--- src/rtl/scroll_pkg.sv ---
// Shared definitions for the background vertical-scroll scheduler.
package scroll_pkg;

  localparam int NT_ROWS   = 32;
  localparam int ROW_LINES = 16;
  localparam int PTR_W     = 9;

  localparam int ROW_SHIFT = $clog2(ROW_LINES);
  localparam int ROW_W     = $clog2(NT_ROWS);

  typedef logic [1:0] state_t;
  localparam state_t IDLE       = 2'd0;
  localparam state_t WAIT_FRAME = 2'd1;
  localparam state_t FETCH      = 2'd2;
  localparam state_t DONE       = 2'd3;

  // Flash byte address of an absolute background row: base + row * bytes-per-row, 24-bit wrap.
  function automatic logic [23:0] row_flash_addr(input logic [23:0] base,
                                                 input logic [15:0] row_num,
                                                 input logic [15:0] row_bytes);
    return base + 24'(32'(row_num) * 32'(row_bytes));
  endfunction

endpackage

--- src/rtl/scroll_row_scheduler_frame_divider.sv ---
// Frame divider: counts qualified frames and emits a step when the programmed count is reached.
module scroll_frame_divider (
  input  logic       clk,
  input  logic       rstn,
  input  logic       clear,
  input  logic       count_en,
  input  logic [7:0] cnt_max,
  output logic       step
);

  logic [7:0] frame_cnt_q;
  logic [7:0] frame_cnt_d;

  assign step = count_en && (frame_cnt_q >= cnt_max);

  // Next frame count: clear wins, a step restarts the count, otherwise count one more frame.
  always_comb begin
    frame_cnt_d = frame_cnt_q;
    if (clear) begin
      frame_cnt_d = '0;
    end else if (count_en) begin
      frame_cnt_d = step ? 8'd0 : frame_cnt_q + 8'd1;
    end
  end

  // Frame counter register with synchronous active-low reset.
  always_ff @(posedge clk) begin
    if (!rstn) frame_cnt_q <= '0;
    else       frame_cnt_q <= frame_cnt_d;
  end

endmodule

--- src/rtl/scroll_row_scheduler.sv ---
// Scroll row scheduler: steps the scroll pointer per divided frame and requests one row fetch per 16 lines.
module scroll_row_scheduler
  import scroll_pkg::*;
#(
  parameter int ROW_BYTES    = 64,
  parameter int ROWS_PER_MAP = 16
) (
  input  logic        clk,
  input  logic        rstn,
  input  logic        scrollEn,
  input  logic        scrollPause,
  input  logic [7:0]  scrollCntMax,
  input  logic [23:0] flashAddrStart,
  input  logic [7:0]  mapBackgroundMax,
  input  logic        createPlaneIntrEn,
  input  logic        vgaIntr,
  input  logic        fetch_ack,
  output logic        fetch_req,
  output logic [23:0] fetch_flashAddr,
  output logic [4:0]  fetch_rowIdx,
  output logic [8:0]  scrollPtrOut,
  output logic [7:0]  mapScrollPtr,
  output logic [7:0]  mapBackgroundCnt,
  output logic        scrollingFlag,
  output logic        frameOverrun,
  output logic        createPlaneIntr
);

  state_t             state_q, state_d;
  logic [PTR_W-1:0]   scroll_ptr_q, scroll_ptr_d;
  logic [7:0]         map_scroll_ptr_q, map_scroll_ptr_d;
  logic [7:0]         map_bg_cnt_q, map_bg_cnt_d;
  logic               fetch_req_q, fetch_req_d;
  logic [23:0]        fetch_addr_q, fetch_addr_d;
  logic [ROW_W-1:0]   fetch_row_q, fetch_row_d;
  logic               overrun_q, overrun_d;
  logic               plane_intr_q, plane_intr_d;
  logic               scrolling_q, scrolling_d;

  logic               div_clear;
  logic               div_count;
  logic               div_step;
  logic [15:0]        abs_row;

  scroll_frame_divider u_divider (
    .clk      (clk),
    .rstn     (rstn),
    .clear    (div_clear),
    .count_en (div_count),
    .cnt_max  (scrollCntMax),
    .step     (div_step)
  );

  assign abs_row = 16'(map_bg_cnt_q) * 16'(ROWS_PER_MAP) + 16'(map_scroll_ptr_q);

  // Scheduler next-state: abort on disable, otherwise walk IDLE -> WAIT_FRAME <-> FETCH -> DONE.
  always_comb begin
    state_d          = state_q;
    scroll_ptr_d     = scroll_ptr_q;
    map_scroll_ptr_d = map_scroll_ptr_q;
    map_bg_cnt_d     = map_bg_cnt_q;
    fetch_req_d      = fetch_req_q;
    fetch_addr_d     = fetch_addr_q;
    fetch_row_d      = fetch_row_q;
    overrun_d        = overrun_q;
    plane_intr_d     = 1'b0;
    div_clear        = 1'b0;
    div_count        = 1'b0;

    if (!scrollEn) begin
      state_d     = IDLE;
      fetch_req_d = 1'b0;
    end else begin
      case (state_q)
        IDLE: begin
          scroll_ptr_d     = '0;
          map_scroll_ptr_d = '0;
          map_bg_cnt_d     = '0;
          overrun_d        = 1'b0;
          div_clear        = 1'b1;
          state_d          = (mapBackgroundMax == 8'd0) ? DONE : WAIT_FRAME;
        end
        WAIT_FRAME: begin
          div_count = vgaIntr && !scrollPause;
          if (div_step) begin
            scroll_ptr_d = scroll_ptr_q + PTR_W'(1);
            if (scroll_ptr_d[ROW_SHIFT-1:0] == '0) begin
              state_d      = FETCH;
              fetch_req_d  = 1'b1;
              fetch_addr_d = row_flash_addr(flashAddrStart, abs_row, 16'(ROW_BYTES));
              fetch_row_d  = scroll_ptr_d[PTR_W-1:ROW_SHIFT] - ROW_W'(1);
            end
          end
        end
        FETCH: begin
          if (vgaIntr) overrun_d = 1'b1;
          if (fetch_ack) begin
            fetch_req_d = 1'b0;
            if (map_scroll_ptr_q == 8'(ROWS_PER_MAP - 1)) begin
              map_scroll_ptr_d = '0;
              map_bg_cnt_d     = map_bg_cnt_q + 8'd1;
              plane_intr_d     = createPlaneIntrEn;
              state_d          = (map_bg_cnt_d == mapBackgroundMax) ? DONE : WAIT_FRAME;
            end else begin
              map_scroll_ptr_d = map_scroll_ptr_q + 8'd1;
              state_d          = WAIT_FRAME;
            end
          end
        end
        DONE: begin
          fetch_req_d = 1'b0;
        end
        default: begin
          state_d     = IDLE;
          fetch_req_d = 1'b0;
        end
      endcase
    end

    scrolling_d = ((state_d == WAIT_FRAME) || (state_d == FETCH)) && !scrollPause;
  end

  // State and output registers with synchronous active-low reset.
  always_ff @(posedge clk) begin
    if (!rstn) begin
      state_q          <= IDLE;
      scroll_ptr_q     <= '0;
      map_scroll_ptr_q <= '0;
      map_bg_cnt_q     <= '0;
      fetch_req_q      <= 1'b0;
      fetch_addr_q     <= '0;
      fetch_row_q      <= '0;
      overrun_q        <= 1'b0;
      plane_intr_q     <= 1'b0;
      scrolling_q      <= 1'b0;
    end else begin
      state_q          <= state_d;
      scroll_ptr_q     <= scroll_ptr_d;
      map_scroll_ptr_q <= map_scroll_ptr_d;
      map_bg_cnt_q     <= map_bg_cnt_d;
      fetch_req_q      <= fetch_req_d;
      fetch_addr_q     <= fetch_addr_d;
      fetch_row_q      <= fetch_row_d;
      overrun_q        <= overrun_d;
      plane_intr_q     <= plane_intr_d;
      scrolling_q      <= scrolling_d;
    end
  end

  assign fetch_req        = fetch_req_q;
  assign fetch_flashAddr  = fetch_addr_q;
  assign fetch_rowIdx     = fetch_row_q;
  assign scrollPtrOut     = scroll_ptr_q;
  assign mapScrollPtr     = map_scroll_ptr_q;
  assign mapBackgroundCnt = map_bg_cnt_q;
  assign scrollingFlag    = scrolling_q;
  assign frameOverrun     = overrun_q;
  assign createPlaneIntr  = plane_intr_q;

endmodule

--- config.mk ---
export PLATFORM = sky130hd
export DESIGN_NAME = scroll_row_scheduler
export DESIGN_NICKNAME = d
export VERILOG_FILES = /design/src/rtl/scroll_pkg.sv /design/src/rtl/scroll_row_scheduler_frame_divider.sv /design/src/rtl/scroll_row_scheduler.sv
export SDC_FILE = /design/constraint.sdc
export NUM_CORES = 1
export LEC_CHECK = 0
export CAP_MARGIN = 15
export CORE_MARGIN = 10
export CORE_UTILIZATION = 29
export CTS_BUF_LIST = sky130_fd_sc_hd__clkbuf_8
export DETAILED_ROUTE_END_ITERATION = 6
export PLACE_DENSITY = 0.5
export SLEW_MARGIN = 20
export SYNTH_ARGS = -nofsm -noshare
export SYNTH_HDL_FRONTEND = slang
export SYNTH_SLANG_ARGS = --single-unit
--- constraint.sdc ---
create_clock -name clk -period 3.7 [get_ports clk]
set_input_delay 0.925 -clock clk [delete_from_list [all_inputs] [get_ports clk]]
set_output_delay 0.925 -clock clk [all_outputs]
set_load 0.02 [all_outputs]
==> flow_summary.yaml, run 1 <==
status:
  status: "finished clean"
sta:
  clock_skew_ns: 0.00906
  period_needed_ns: 3.35
  drv_slew: 0
  finalSetupViolations: 0
  post-route-period-util: 0.905
  relSlewSlack: 0.360
  finalHoldViolations: 0
  worst_slew_pin_slew_ns: 0.953
  finalSetupTns_ns: 0
  fmax_mhz: 299
  rsz0062_at_grt: "no"
setup_path:
  crit_family: "adder cells"
  cp_slowest_cell: "dfxtp_1"
  cp-end-kind: "register"
  arrival_ns: 3.63
  required_ns: 3.99
  worst-setup-path-type: "reg2reg"
  path_buf_inv: 1
  slowest_delay_ns: 0.44
  critPathMaxFanout: 6
  path_cells: "ha_1 > inv_1 > fa_1 > nor2b_1 > o21ai_0 > nand2b_1 > nand3_1 > xnor2_1 > ha_1 > o21ai_0 > a21oi_1 > and2b_1 > a2111oi_4 > xnor2_1 > a211oi_2"
  crit_path_start_kind: "register"
die:
  die_area_sq_um: 19900
  die_w_microns: 141
  coreArea_sq_um: 14500
  die_height_microns: 141
  io_pins: 105
  start_util: 0.294
  rows: 44
grt:
  grt_usage: 0.134
  grt_pass1_wl_microns: 21600
  overflow: 0
  grt_max_degree: 35
  antenna_found_initial: 0
  grt_pass1_vias: 4093
cts:
  postCtsSetupRepairBufs: 0
  cts_resized: 0
  cts_tree: "done"
  insertion_delay_ns: 0.37
  clock_path_buffers: 2
  cts-buffers-inserted: 9
  htree_levels: 3
  clk_pin_slew_worst_paths_ns: 0.08
  cts-root-buf: "clkbuf_8"
  clock_sinks: 68
  cts_hold_buf: 0
drt:
  routedWlPerCell_microns: 16.2
  ant_nets: 0
  via_count: 4075
  routed_wl_microns: 13300
  dr.first_iter.drc_count: 182
  remaining_drc_errors: 0
  dr.pass1.iters: 4
  routed_via_density: 4.98
yosys:
  synthTopCellsByArea: "dfxtp_1 (32%), ha_1 (8.8%), a21oi_1 (5.5%)"
  synth_flop_cell: "dfxtp_1"
  yosysSeqAreaShare: 0.320
  synth.top_cells.by_count: "dfxtp_1 (68), nand2_1 (59), a21oi_1 (47)"
  syn_area_sq_um: 4260
  avgSynthCellArea_sq_um: 8.12
  synth_warnings: 0
  syn-num-nets: 603
  syn_inst: 524
  synthMostInstantiatedCell: "dfxtp_1"
  synth-seq-cells: 68
  synth_edf_count: 0
  async_reset_ff_frac: 0
  ys_types: 68
  yosysTopAreaCell: "dfxtp_1"
  synth_top_area_share: 0.320
placed_design:
  gp_congestion: 0.862
  io_buffers: 104
  placed_area_sq_um: 5490
  hpwl_microns: 10400
cells_and_area:
  stdcell_area_sq_um: 5730
  regArea_sq_um: 1360
  area_growth_pct: 34.5
  fin_nets: 709
  diodes: 0
  multi_input_area_sq_um: 2680
  fill_cells: 1497
  drive_gt1_frac: 0.0598
pwr:
  switchingPower_mw: 0.388
  powerDensity_nw_per_um2: 282
  clkPwrFrac: 0.458
  p_comb_frac: 0.086
  p_seq_frac: 0.456
  p_sw_frac: 0.241
  power_leakage_nw: 2.13
  vdd_drop_max_v: 0.000132
  internal_power_mw: 1.22
hold_path:
  hold_class: "reg2reg"
flow_run:
  drv_cap: 0
==> metrics by stage <==
step	setup WS [ns]	total power, mW	hold slack [ns]	instances	utilization
after floorplan	0.549	0.812	0.483	524	-
after global placement	0.295	0.890	0.442	803	0.379
after detailed placement	0.223	0.891	0.447	803	0.379
after CTS	0.334	1.64	0.458	819	0.395
after global routing	0.0304	1.68	0.480	819	0.395
final	0.352	1.61	0.457	819	0.395
==> cells in the final DEF, fill, tap and decap left out, types with 2 or more instances in the layout <==
| master | instances |
|---|---|
| clkdlybuf4s50_1 | 104 |
| dfxtp_1 | 68 |
| nand2_1 | 59 |
| a21oi_1 | 47 |
| nor2_1 | 35 |
| o21ai_0 | 33 |
| ha_1 | 30 |
| inv_1 | 28 |
| xnor2_1 | 26 |
| nand3_1 | 25 |
| xor2_1 | 18 |
| nor2b_1 | 11 |
| clkbuf_8 | 11 |
| and3_1 | 10 |
| a211oi_1 | 10 |
| buf_4 | 9 |
| nand2b_1 | 8 |
| nor3_1 | 7 |
| a31oi_1 | 7 |
| and2_1 | 6 |
| nand4_1 | 6 |
| a21o_1 | 5 |
| o21a_1 | 5 |
| o22ai_1 | 4 |
| o31ai_1 | 4 |
| nor4_1 | 3 |
| a21boi_0 | 3 |
| nor3b_1 | 3 |
| nand3b_1 | 3 |
| nand4b_1 | 2 |
| o2111ai_1 | 2 |
| and4_1 | 2 |
| o211ai_1 | 2 |
| or3_1 | 2 |
| fa_1 | 2 |
| bufinv_16 | 2 |
==> path summary, 6_finish.rpt <==
| check | from | end | slack, ns | depth (start not counted) |
|---|---|---|---|---|
| setup reg to reg | mapScrollPtr[4]$_SDFFE_PN0P_ | fetch_flashAddr[23]$_SDFFE_PN0P_ | 0.35 | 15 |
| hold / removal | fetch_flashAddr[0]$_SDFFE_PN0P_ | fetch_flashAddr[0]$_SDFFE_PN0P_ | 0.46 | 2 |
| setup / recovery | mapScrollPtr[4]$_SDFFE_PN0P_ | fetch_flashAddr[23]$_SDFFE_PN0P_ | 0.35 | 15 |
| hold reg to reg | fetch_flashAddr[0]$_SDFFE_PN0P_ | fetch_flashAddr[0]$_SDFFE_PN0P_ | 0.46 | 2 |
==> tightest hold or removal path, delay by kind of cell, from the launching register on <==
kind | cells | cell delay [ns]
flops | 1 | 0.31
simple gates | 1 | 0.05
compound gates | 1 | 0.05
==> cell type report <==
cell class              instances  share of cell area
well taps                     184              0.0402
clock inverters                 5              0.0144
flip-flops and latches         68               0.238
clock buffers                  11              0.0264
repair buffers                113               0.194
inverters                      29              0.0190
multi-input cells             409               0.469
==> registers in the layout, indices dropped and copies added, names as in the netlist <==
| register | cells |
|---|---|
| fetch_rowIdx | 5 |
| scrollingFlag | 1 |
| createPlaneIntr | 1 |
| state_q | 2 |
| fetch_req | 1 |
| fetch_flashAddr | 24 |
| frameOverrun | 1 |
| u_divider.frame_cnt_q | 8 |
| mapBackgroundCnt | 8 |
| scrollPtrOut | 9 |
| mapScrollPtr | 8 |
==> power groups by stage <==
stage / clock [mW] / sequential, mW / combinational [mW]
global placement: 0 / 0.752 / 0.138
floorplan: 0 / 0.752 / 0.0593
global route: 0.790 / 0.735 / 0.153
finish: 0.738 / 0.735 / 0.139
detailed placement: 0 / 0.752 / 0.139
CTS: 0.763 / 0.735 / 0.140
==> logic make-up after synthesis <==
kind of cell | after synthesis | synth area share
buf+inv | 47 | 0.0497
compound gates | 139 | 0.207
fa+ha+maj | 32 | 0.0976
simple gates | 192 | 0.231
flops | 68 | 0.320
xor+xnor | 44 | 0.0906
mux | 2 | 0.00500
==> metal layers <==
layer  vias up  GRT usage  part of all wire
met5         -          0                 0
met4         0     0.0560            0.0081
met3         8     0.0413             0.081
met2       107      0.203              0.44
met1      1886      0.173              0.47
li1       2074          -                 -
Power figures use the tool's default switching activity.
==> inputs of run 2 (changes only) <==
Settings changed: SLEW_MARGIN 20 to default.
==> results of run 2 <==
Final layout, timing and power as in run 1 (identical DEF).
